$ cat config.mk
export PLATFORM = sky130hd
export DESIGN_NAME = fwd_scoreboard
export DESIGN_NICKNAME = d
export VERILOG_FILES = /design/src/rtl/core_pkg.sv /design/src/rtl/fwd_match.sv /design/src/rtl/fwd_scoreboard.sv
export SDC_FILE = /design/constraint.sdc
export NUM_CORES = 1
export LEC_CHECK = 0
export BUFFER_PORTS_ARGS = -buffer_cell sky130_fd_sc_hd__buf_2
export CORE_MARGIN = 2
export CORE_UTILIZATION = 44
export CTS_BUF_LIST = sky130_fd_sc_hd__clkbuf_4
export CTS_CLUSTER_DIAMETER = 60
export DETAILED_ROUTE_END_ITERATION = 10
export PLACE_DENSITY_LB_ADDON = 0.15
export SETUP_SLACK_MARGIN = 0.05
export SYNTH_ARGS = -nofsm -noshare
export SYNTH_HDL_FRONTEND = slang
export SYNTH_SLANG_ARGS = --single-unit
$ cat constraint.sdc
create_clock -name clk -period 2.3 [get_ports clk]
set_clock_uncertainty 0.15 [all_clocks]
set_input_delay 0.23 -clock clk [delete_from_list [all_inputs] [get_ports clk]]
set_output_delay 0.23 -clock clk [all_outputs]
set_load 0.02 [all_outputs]
$ cat src/rtl/core_pkg.sv
// Shared definitions for the forwarding/hazard scoreboard.
// Holds the register address width, the EX forward select encodings
// and the per-stage scoreboard slot record.
package core_pkg;

    localparam int REG_AW = 5;

    // EX operand forward selects: the value is the slot index it reads from
    localparam int FWD_RF  = 0;
    localparam int FWD_MEM = 1;
    localparam int FWD_WB  = 2;

    typedef struct packed {
        logic              valid;
        logic              reg_write;
        logic              is_load;
        logic [REG_AW-1:0] rd;
    } sb_entry_t;

endpackage

$ cat src/rtl/fwd_match.sv
// Producer search for one source register across all scoreboard slots.
// Ports:
//   slots     in   scoreboard contents, slot0=EX .. slot DEPTH-1=WB
//   src       in   source register being looked up
//   used      in   source is actually read by the instruction
//   branch    in   instruction compares its operands in ID
//   sel       out  youngest producing slot at index >= 1, 0 if none
//   sel_ready out  that producer can forward now (1 when there is none)
//   hazard    out  instruction holding this source must stall in ID
//   mem_fwd   out  MEM slot produces src and its value is ready
module fwd_match
    import core_pkg::*;
#(
    parameter int DEPTH    = 3,
    parameter int LOAD_LAT = 1,
    parameter int SELW     = 2
) (
    input  sb_entry_t [DEPTH-1:0] slots,
    input  logic [REG_AW-1:0]     src,
    input  logic                  used,
    input  logic                  branch,
    output logic [SELW-1:0]       sel,
    output logic                  sel_ready,
    output logic                  hazard,
    output logic                  mem_fwd
);

    logic [DEPTH-1:0] prod;
    logic             early_load;

    // A load result only becomes forwardable LOAD_LAT stages after EX
    function automatic logic rdy(input sb_entry_t e, input int j);
        return ~e.is_load | (j >= 1 + LOAD_LAT);
    endfunction

    always_comb begin
        for (int j = 0; j < DEPTH; j++) begin
            prod[j] = slots[j].valid & slots[j].reg_write
                    & (slots[j].rd == src) & (src != '0);
        end
    end

    // Scan oldest to youngest so the youngest producer overrides
    always_comb begin
        sel       = SELW'(FWD_RF);
        sel_ready = 1'b1;
        for (int j = DEPTH - 1; j >= 1; j--) begin
            if (used && prod[j]) begin
                sel       = SELW'(j);
                sel_ready = rdy(slots[j], j);
            end
        end
    end

    always_comb begin
        early_load = 1'b0;
        for (int j = 1; j <= LOAD_LAT && j < DEPTH; j++) begin
            early_load = early_load | (prod[j] & slots[j].is_load);
        end
        hazard = used & ((prod[0] & slots[0].is_load)
                       | (branch & prod[0])
                       | (branch & early_load));
    end

    assign mem_fwd = used & prod[FWD_MEM]
                   & rdy(slots[FWD_MEM], FWD_MEM);

endmodule

$ cat src/rtl/fwd_scoreboard.sv
// Forwarding and hazard unit: tracks in-flight writers in a shift scoreboard.
// Ports:
//   clk, rst                         clock, async active-high reset
//   id_valid/rd/reg_write/is_load    ID instruction description
//   id_is_branch                     ID compares operands (beq/bne)
//   id_rs, id_rs_used                ID sources, operand k at [k*REG_AW +: REG_AW]
//   flush_i                          discard the ID instruction
//   stall_o                          hold PC and IF/ID, bubble into EX
//   fwd_ex_sel                       per EX operand slot select (0 = regfile)
//   fwd_id                           per ID branch operand take MEM ALU result
//   stall_cnt                        saturating count of stall cycles
module fwd_scoreboard #(
    parameter int REG_AW   = 5,
    parameter int NSRC     = 2,
    parameter int DEPTH    = 3,
    parameter int LOAD_LAT = 1,
    parameter int CNT_W    = 16
) (
    input  logic                   clk,
    input  logic                   rst,
    input  logic                   id_valid,
    input  logic [REG_AW-1:0]      id_rd,
    input  logic                   id_reg_write,
    input  logic                   id_is_load,
    input  logic                   id_is_branch,
    input  logic [NSRC*REG_AW-1:0] id_rs,
    input  logic [NSRC-1:0]        id_rs_used,
    input  logic                   flush_i,
    output logic                   stall_o,
    output logic [NSRC*$clog2(DEPTH+1)-1:0] fwd_ex_sel,
    output logic [NSRC-1:0]        fwd_id,
    output logic [CNT_W-1:0]       stall_cnt
);

    import core_pkg::*;

    localparam int SELW = $clog2(DEPTH + 1);

    sb_entry_t [DEPTH-1:0]         slots;
    logic [NSRC-1:0][REG_AW-1:0]   ex_rs;
    logic [NSRC-1:0]               ex_rs_used;

    logic [NSRC-1:0][SELW-1:0]     ex_sel;
    logic [NSRC-1:0]               ex_rdy;
    logic [NSRC-1:0]               ex_haz;
    logic [NSRC-1:0]               ex_mem;
    logic [NSRC-1:0][SELW-1:0]     id_sel;
    logic [NSRC-1:0]               id_rdy;
    logic [NSRC-1:0]               id_haz;
    logic [NSRC-1:0]               id_mem;
    logic                          admit;
    logic                          unused_match;

    for (genvar k = 0; k < NSRC; k++) begin : g_src
        // EX operand lookup for the instruction sitting in slot0
        fwd_match #(
            .DEPTH    (DEPTH),
            .LOAD_LAT (LOAD_LAT),
            .SELW     (SELW)
        ) u_ex (
            .slots     (slots),
            .src       (ex_rs[k]),
            .used      (slots[0].valid & ex_rs_used[k]),
            .branch    (1'b0),
            .sel       (ex_sel[k]),
            .sel_ready (ex_rdy[k]),
            .hazard    (ex_haz[k]),
            .mem_fwd   (ex_mem[k])
        );

        // ID operand lookup: hazards and branch-compare forwarding
        fwd_match #(
            .DEPTH    (DEPTH),
            .LOAD_LAT (LOAD_LAT),
            .SELW     (SELW)
        ) u_id (
            .slots     (slots),
            .src       (id_rs[k*REG_AW +: REG_AW]),
            .used      (id_rs_used[k]),
            .branch    (id_is_branch),
            .sel       (id_sel[k]),
            .sel_ready (id_rdy[k]),
            .hazard    (id_haz[k]),
            .mem_fwd   (id_mem[k])
        );

        // An unready producer is never forwarded; fall back to the regfile
        assign fwd_ex_sel[k*SELW +: SELW] =
            ex_rdy[k] ? ex_sel[k] : SELW'(FWD_RF);
    end

    assign unused_match = ^{ex_haz, ex_mem, id_sel, id_rdy};

    // Flush wins over any hazard
    assign stall_o = id_valid & ~flush_i & (|id_haz);
    assign fwd_id  = {NSRC{id_valid & id_is_branch}} & id_mem;
    assign admit   = id_valid & ~stall_o & ~flush_i;

    always_ff @(posedge clk or posedge rst) begin
        if (rst) begin
            slots      <= '0;
            ex_rs      <= '0;
            ex_rs_used <= '0;
            stall_cnt  <= '0;
        end else begin
            for (int j = 1; j < DEPTH; j++) begin
                slots[j] <= slots[j-1];
            end
            if (admit) begin
                slots[0] <= '{valid:     1'b1,
                              reg_write: id_reg_write,
                              is_load:   id_is_load,
                              rd:        id_rd};
                ex_rs      <= id_rs;
                ex_rs_used <= id_rs_used;
            end else begin
                slots[0]   <= '0;
                ex_rs_used <= '0;
            end
            if (stall_o && stall_cnt != '1) begin
                stall_cnt <= stall_cnt + CNT_W'(1);
            end
        end
    end

    // A correct stall never lets a not-yet-ready load reach the EX select
    always @(posedge clk) begin
        if (!rst) begin
            for (int k = 0; k < NSRC; k++) begin
                assert (!(slots[0].valid && ex_rs_used[k] && !ex_rdy[k]))
                    else $error("EX operand %0d needs an unready load", k);
            end
        end
    end

endmodule
# [Word-level counts from Yosys, hierarchy flattened]
# Index checks and enable logic that the tools add are counted.
[word_totals] reg_bits=51 input_bits=24 out_inout_bits=23 wordCells=93
[op_classes] addsub=1 n_eq_ne=9 n_mux=10 bitwise=48 n_reduce_logical=10
[ops] op="$and 1x1->1" n=40
[ops] op="$eq 5x5->1" n=8
[ops] op="$reduce_bool 5->1" n=4
[ops] op="$add 16x1->16 const B" n=1
[ops] op="$ne 16x16->1 const B" n=1
[ops] op="$mux 2" n=7
[ops] op="$mux 8" n=1
[ops] op="$logic_and 1x1->1" n=5
[ops] op="$or 1x1->1" n=4
[ops] op="$not 1->1" n=3
[ops] op="$and 2x2->2" n=1
[ops] op="$mux 1" n=2
[ops] op="$reduce_or 2->1" n=1

# [Longest topological paths before layout]
[logic_depth] ltp_word=13 depth_mapped=9 ltp_nobuf=7

# [Modules after synthesis]
# Synthesis repeated with hierarchy kept, for this count alone.
[hier_totals] hier_cells=269 hier_area_um2=2957.8
[by_module_without_submodules] mod="fwd_scoreboard" n_inst=1 cells_per_inst=153 area_each_um2=2011.9 seq_area_each_um2=1301.2
[by_module_without_submodules] mod="fwd_match" n_inst=4 cells_per_inst=29 area_each_um2=236.5 seq_area_each_um2=0.0

# [Worst setup path after synthesis]
# Ideal clock, no wire load.
[synth_timing] path_type="input port to flip-flop" from="in id_rs[6]" to="reg ex_rs[0] (netlist name)" setup_time_ps=125 t_arrival_ps=2088 required_ps=2025 path_slack_ps=-63 path_stages=9 n_path_buf=2 path_cell_list="or4_1 o21ai_1 or4_1 nand2_1 a311o_1 buf_6 nor2_8 buf_12 mux2_4"
[synth_between] elab_chain_cells=12 word_cells_on_any_way=19 classes_between="eq/ne: 2; bitwise: 15; reduce/logical: 2"
[synth_lines] item="from (decl)" line_no="fwd_scoreboard.sv:26" text="input logic [NSRC*REG_AW-1:0] id_rs,"
[synth_lines] item="$eq 5x5->1" line_no="fwd_match.sv:39" text="& (slots[j].rd == src) & (src != '0);"
[synth_lines] item="$and 1x1->1 (2 in series)" line_no="fwd_match.sv:39"
[synth_lines] item="$and 1x1->1, on equally long branches" line_no="fwd_match.sv:60, fwd_match.sv:58, fwd_match.sv:61"
[synth_lines] item="$or 1x1->1 / $and 1x1->1 (equally long branches)" line_no="fwd_match.sv:61, fwd_match.sv:62"
[synth_lines] item="$or 1x1->1 (*)" line_no="fwd_match.sv:62" text="| (branch & early_load));"
[synth_lines] item="$and 1x1->1 (*)" line_no="fwd_match.sv:60" text="hazard = used & ((prod[0] & slots[0].is_load)"
[synth_lines] item="$reduce_or 2->1 (*)" line_no="fwd_scoreboard.sv:95" text="assign stall_o = id_valid & ~flush_i & (|id_haz);"
[synth_lines] item="$and 1x1->1 (*)" line_no="fwd_scoreboard.sv:95"
[synth_lines] item="$not 1->1 (*)" line_no="fwd_scoreboard.sv:97" text="assign admit = id_valid & ~stall_o & ~flush_i;"
[synth_lines] item="$and 1x1->1 (*) (2 in series)" line_no="fwd_scoreboard.sv:97"
[synth_lines] item="to (signal assigned)" line_no="fwd_scoreboard.sv:114" text="ex_rs <= id_rs;"
[synth_lines] item="to (decl)" line_no="fwd_scoreboard.sv:40" text="logic [NSRC-1:0][REG_AW-1:0] ex_rs;"
# Every way passes the cells marked *; elsewhere a longest branch is shown, timed or not.
# A chain may end at the register's enable or synchronous reset.

# [Final worst setup path]
[layout_timing] from="reg, netlist name slots[7]" to="out stall_o"
[layout_between] elab_chain_cells=9 word_cells_on_any_way=17 classes_between="bitwise: 16; reduce/logical: 1"
[layout_lines] item="$and 1x1->1 (*)" line_no="fwd_match.sv:38" text="prod[j] = slots[j].valid & slots[j].reg_write"
[layout_lines] item="$and 1x1->1 (2 in series)" line_no="fwd_match.sv:39"
[layout_lines] item="$and 1x1->1, on equally long branches" line_no="fwd_match.sv:60, fwd_match.sv:61"
[layout_lines] item="$or 1x1->1" line_no="fwd_match.sv:61" text="| (branch & prod[0])"
[layout_lines] item="$or 1x1->1" line_no="fwd_match.sv:62"
[layout_lines] item="$and 1x1->1" line_no="fwd_match.sv:60"
[layout_lines] item="$reduce_or 2->1 (*)" line_no="fwd_scoreboard.sv:95"
[layout_lines] item="$and 1x1->1 (*)" line_no="fwd_scoreboard.sv:95"
[layout_lines] item="to (decl)" line_no="fwd_scoreboard.sv:29" text="output logic stall_o,"
# Marked as above.

==> impl_results.md <==
- Failing checks: setup timing
- Synthesized area per cell: ~12 sq um
- Seq. cell area: around 1300 sq um
- Multi-input logic area: around 1300 sq um
- Area Growth Syn to Fin: 40.9%
- Cell Pwr Density: between 500 and 600 nW/um^2
- FILL cells: 441
- Final setup vio count: 39
- Initial antenna violation count: 0
- Post-Route Setup TNS: -6.35 ns
- Antenna fix cells: 0
- Max-Cap Viols: 0
- Max VDD drop: 0.375 mV
- Clock Tree Buf Depth: 2
- Final ANT Viol Nets: 0
- CORE AREA: around 5500 sq um
- Worst Setup Slack, final: -0.333 ns
- DIE AREA: approximately 6400 sq um
- Ys async rst share: 1.00
- Die Ht: about 80 microns
- Worst-Skew Late Latency: between 0.3 and 0.4 ns
- P_leak: between 1.5 and 2 nW
- CP arrival: approximately 2.3 ns
- Maximum level of the CTS H-tree: 2
- Largest net degree at the start of global routing: 29
- RSZ-0062 raised after global routing: yes
- Root buffer cell: clkbuf_4
- Critical Path RT: ~1.9 ns
- HPWL Detailed: 4.26 mm
- First-pass GRT wire length: around 9.6 mm
- Most frequent CP cell: buf_6
- Final worst path period share: 1.14
- Worst-path cell chain: o211ai_1 -> or4_1 -> nor4_2 -> a311o_1 -> buf_6 -> and2_4 -> buf_6
- Vias in the first global route: about 2000
- Sequential cell area fraction in the yosys report: 0.503
- Syn nets: between 200 and 250
- Most common cell after layout, fill and taps aside: dfrtp_1
- Ys flop type: dfrtp_1
- DR vias: just under 2000
- Port Buf Inserts: between 40 and 50
- Crit path capture type: output port
- Final Util: 0.645
- Final min period: ~2.6 ns
- Synth unique cells: 31
- Final hold violations: 0
- Layout cells sized above 1: 0.443
- Worst-Margin Slew: 0.528 ns
- Crit path launch type: flop
- Mapped Cells: between 200 and 250
- # clock sinks: ~50
- Overall power: 1.83 mW
- Cell total after placement: 356
- Hold slack: a little under 0.06 ns
- Hold Crit Class: primary input to flop
- Slowest cell on crit path: or4_1
- Commonest cells after routing, fill and taps aside: dfrtp_1 (48), buf_2 (40), buf_4 (34), xor2_1 (26), xnor2_1 (23)
- Via density: approximately 5.1
- Residual DRC count: 0
- Critical Path Max Stage Delay: around 0.57 ns
- I/O pin cnt: 47
- Fin cells: roughly 390
- Total GRT Usage: 0.196
- Synthesized flop and latch total: 51
- Clk pin slew, worst setup/hold paths: around 0.16 ns
- CTS tree: done
- Num rows: 27
- YS warnings: 0
- Chip width: 79.9 microns
- Final net count: 340
- Routability cong.: 0.785
- Wire per inst: 15.4 microns
- Rel. slew slack: 0.647
- Worst Setup Path Type: flop to output port
- Starting DRT DRC Count: 101
- Mapped Area: between 2000 and 3000 sq um
- Global route overflow: 0
- Slew Limit Fails: 0
- Post-synth EDFFs: 0
- Outcome: finished with violations
- Final WL: between 5 and 6 mm
- Highest Clock Rate: 380 MHz
- Initial Util: 0.458
- Num CTS Buffers: 5
- CP max FO: 2
- TritonRoute pass-1 iters: 4
[cells by family (layout without fill, tap and decap cells)]
kind of cell | Yosys count | after routing | synth area share
AND/OR/NAND/NOR | 79 | 80 | 0.193
XOR/XNOR | 52 | 52 | 0.180
flip-flops | 51 | 51 | 0.503
multiplexers | 13 | 13 | 0.0725
AO/OA/AOI/OAI | 9 | 9 | 0.0261
buffers and inverters | 7 | 110 | 0.0207
adder cells (fa/ha/maj) | 1 | 1 | 0.00493
[layer usage]
metal  global-route usage  vias up  wire length [microns]
li1                     -      968                      -
met1                0.283      946                   2880
met2                0.304       44                   2800
met3               0.0351        7                    206
met4               0.0508        0                     93
met5                    0        -                      0
[stage by stage]
stage / setup WS [ns] / instance area, sq um
CTS: -0.331 / 3390
detailed placement: -0.268 / 3060
global route: -0.428 / 3570
global placement: -0.228 / 3060
floorplan: 0.00547 / 2540
finish: -0.333 / 3570
[area by class of cell]
class                   count  share of cell area
flip-flops and latches     51               0.358
well taps                  72              0.0252
clock buffers               5              0.0105
inverters                   1             0.00105
repair buffers            101               0.215
clock inverters             3              0.0130
multi-input cells         155               0.377
[worst paths after layout]
| path | start | end | slack (ns) | cells after the start |
|---|---|---|---|---|
| setup / recovery | slots[7] | stall_o | -0.33 | 7 |
| hold / removal | id_rs[1] | ex_rs[1] | 0.06 | 3 |
| setup reg to reg | slots[7] | stall_cnt[14] | -0.22 | 9 |
| hold reg to reg | slots[5] | slots[13] | 0.24 | 0 |
| max in group asynchronous | rst | ex_rs[7] | 1.20 | 4 |
| min in group asynchronous | rst | stall_cnt[10] | 0.24 | 3 |
[critical path, delay by kind of cell, from the launching register on]
kind	cells	cell delay [ns]
and+or+nand+nor	3	0.91
DFF	1	0.43
AOI/OAI and AO/OA	2	0.32
buffers and inverters	2	0.21
[sequential cells by signal (all words and copies together), names as in the netlist]
name,cells
stall_cnt,16
ex_rs,10
slots,23
ex_rs_used,2
[what timing repair did]
action                     4_1_cts  5_1_grt
gates resized for setup         23       33
setup buffers                   10        5
pin swaps                       12       18
cloned                           0        1
setup endpoints to repair       40       43
hold endpoints to repair        32        0
hold buffers                    10        0
[cells in the mapped netlist, types with 2 or more instances]
master	instances	area [sq um]
nand3_1	9	45.0
and4_1	2	17.5
o311a_1	2	20.0
buf_2	2	10.0
and2_1	10	62.6
nor2_1	8	30.0
nor2b_1	2	12.5
nor4_1	5	31.3
nand2b_1	3	18.8
nand4_1	15	93.8
a31oi_1	3	18.8
xor2_1	26	228
nand2_1	2	7.51
and3_1	12	75.1
mux2_2	3	33.8
dfrtp_1	51	1280
clkbuf_1	2	7.51
xnor2_1	26	228
mux2_4	10	150
or4_1	6	45.0
o21ai_1	2	10.0
or3_1	2	12.5
[power breakdown]
part           switching [mW]  total [mW]  internal (mW)  leakage [nW]
combinational           0.132       0.308          0.177          1.02
clock                   0.304       0.536          0.233        0.0418
sequential             0.0439       0.985          0.941         0.672
total                   0.479        1.83           1.35          1.73
Power figures use the tool's default switching activity.
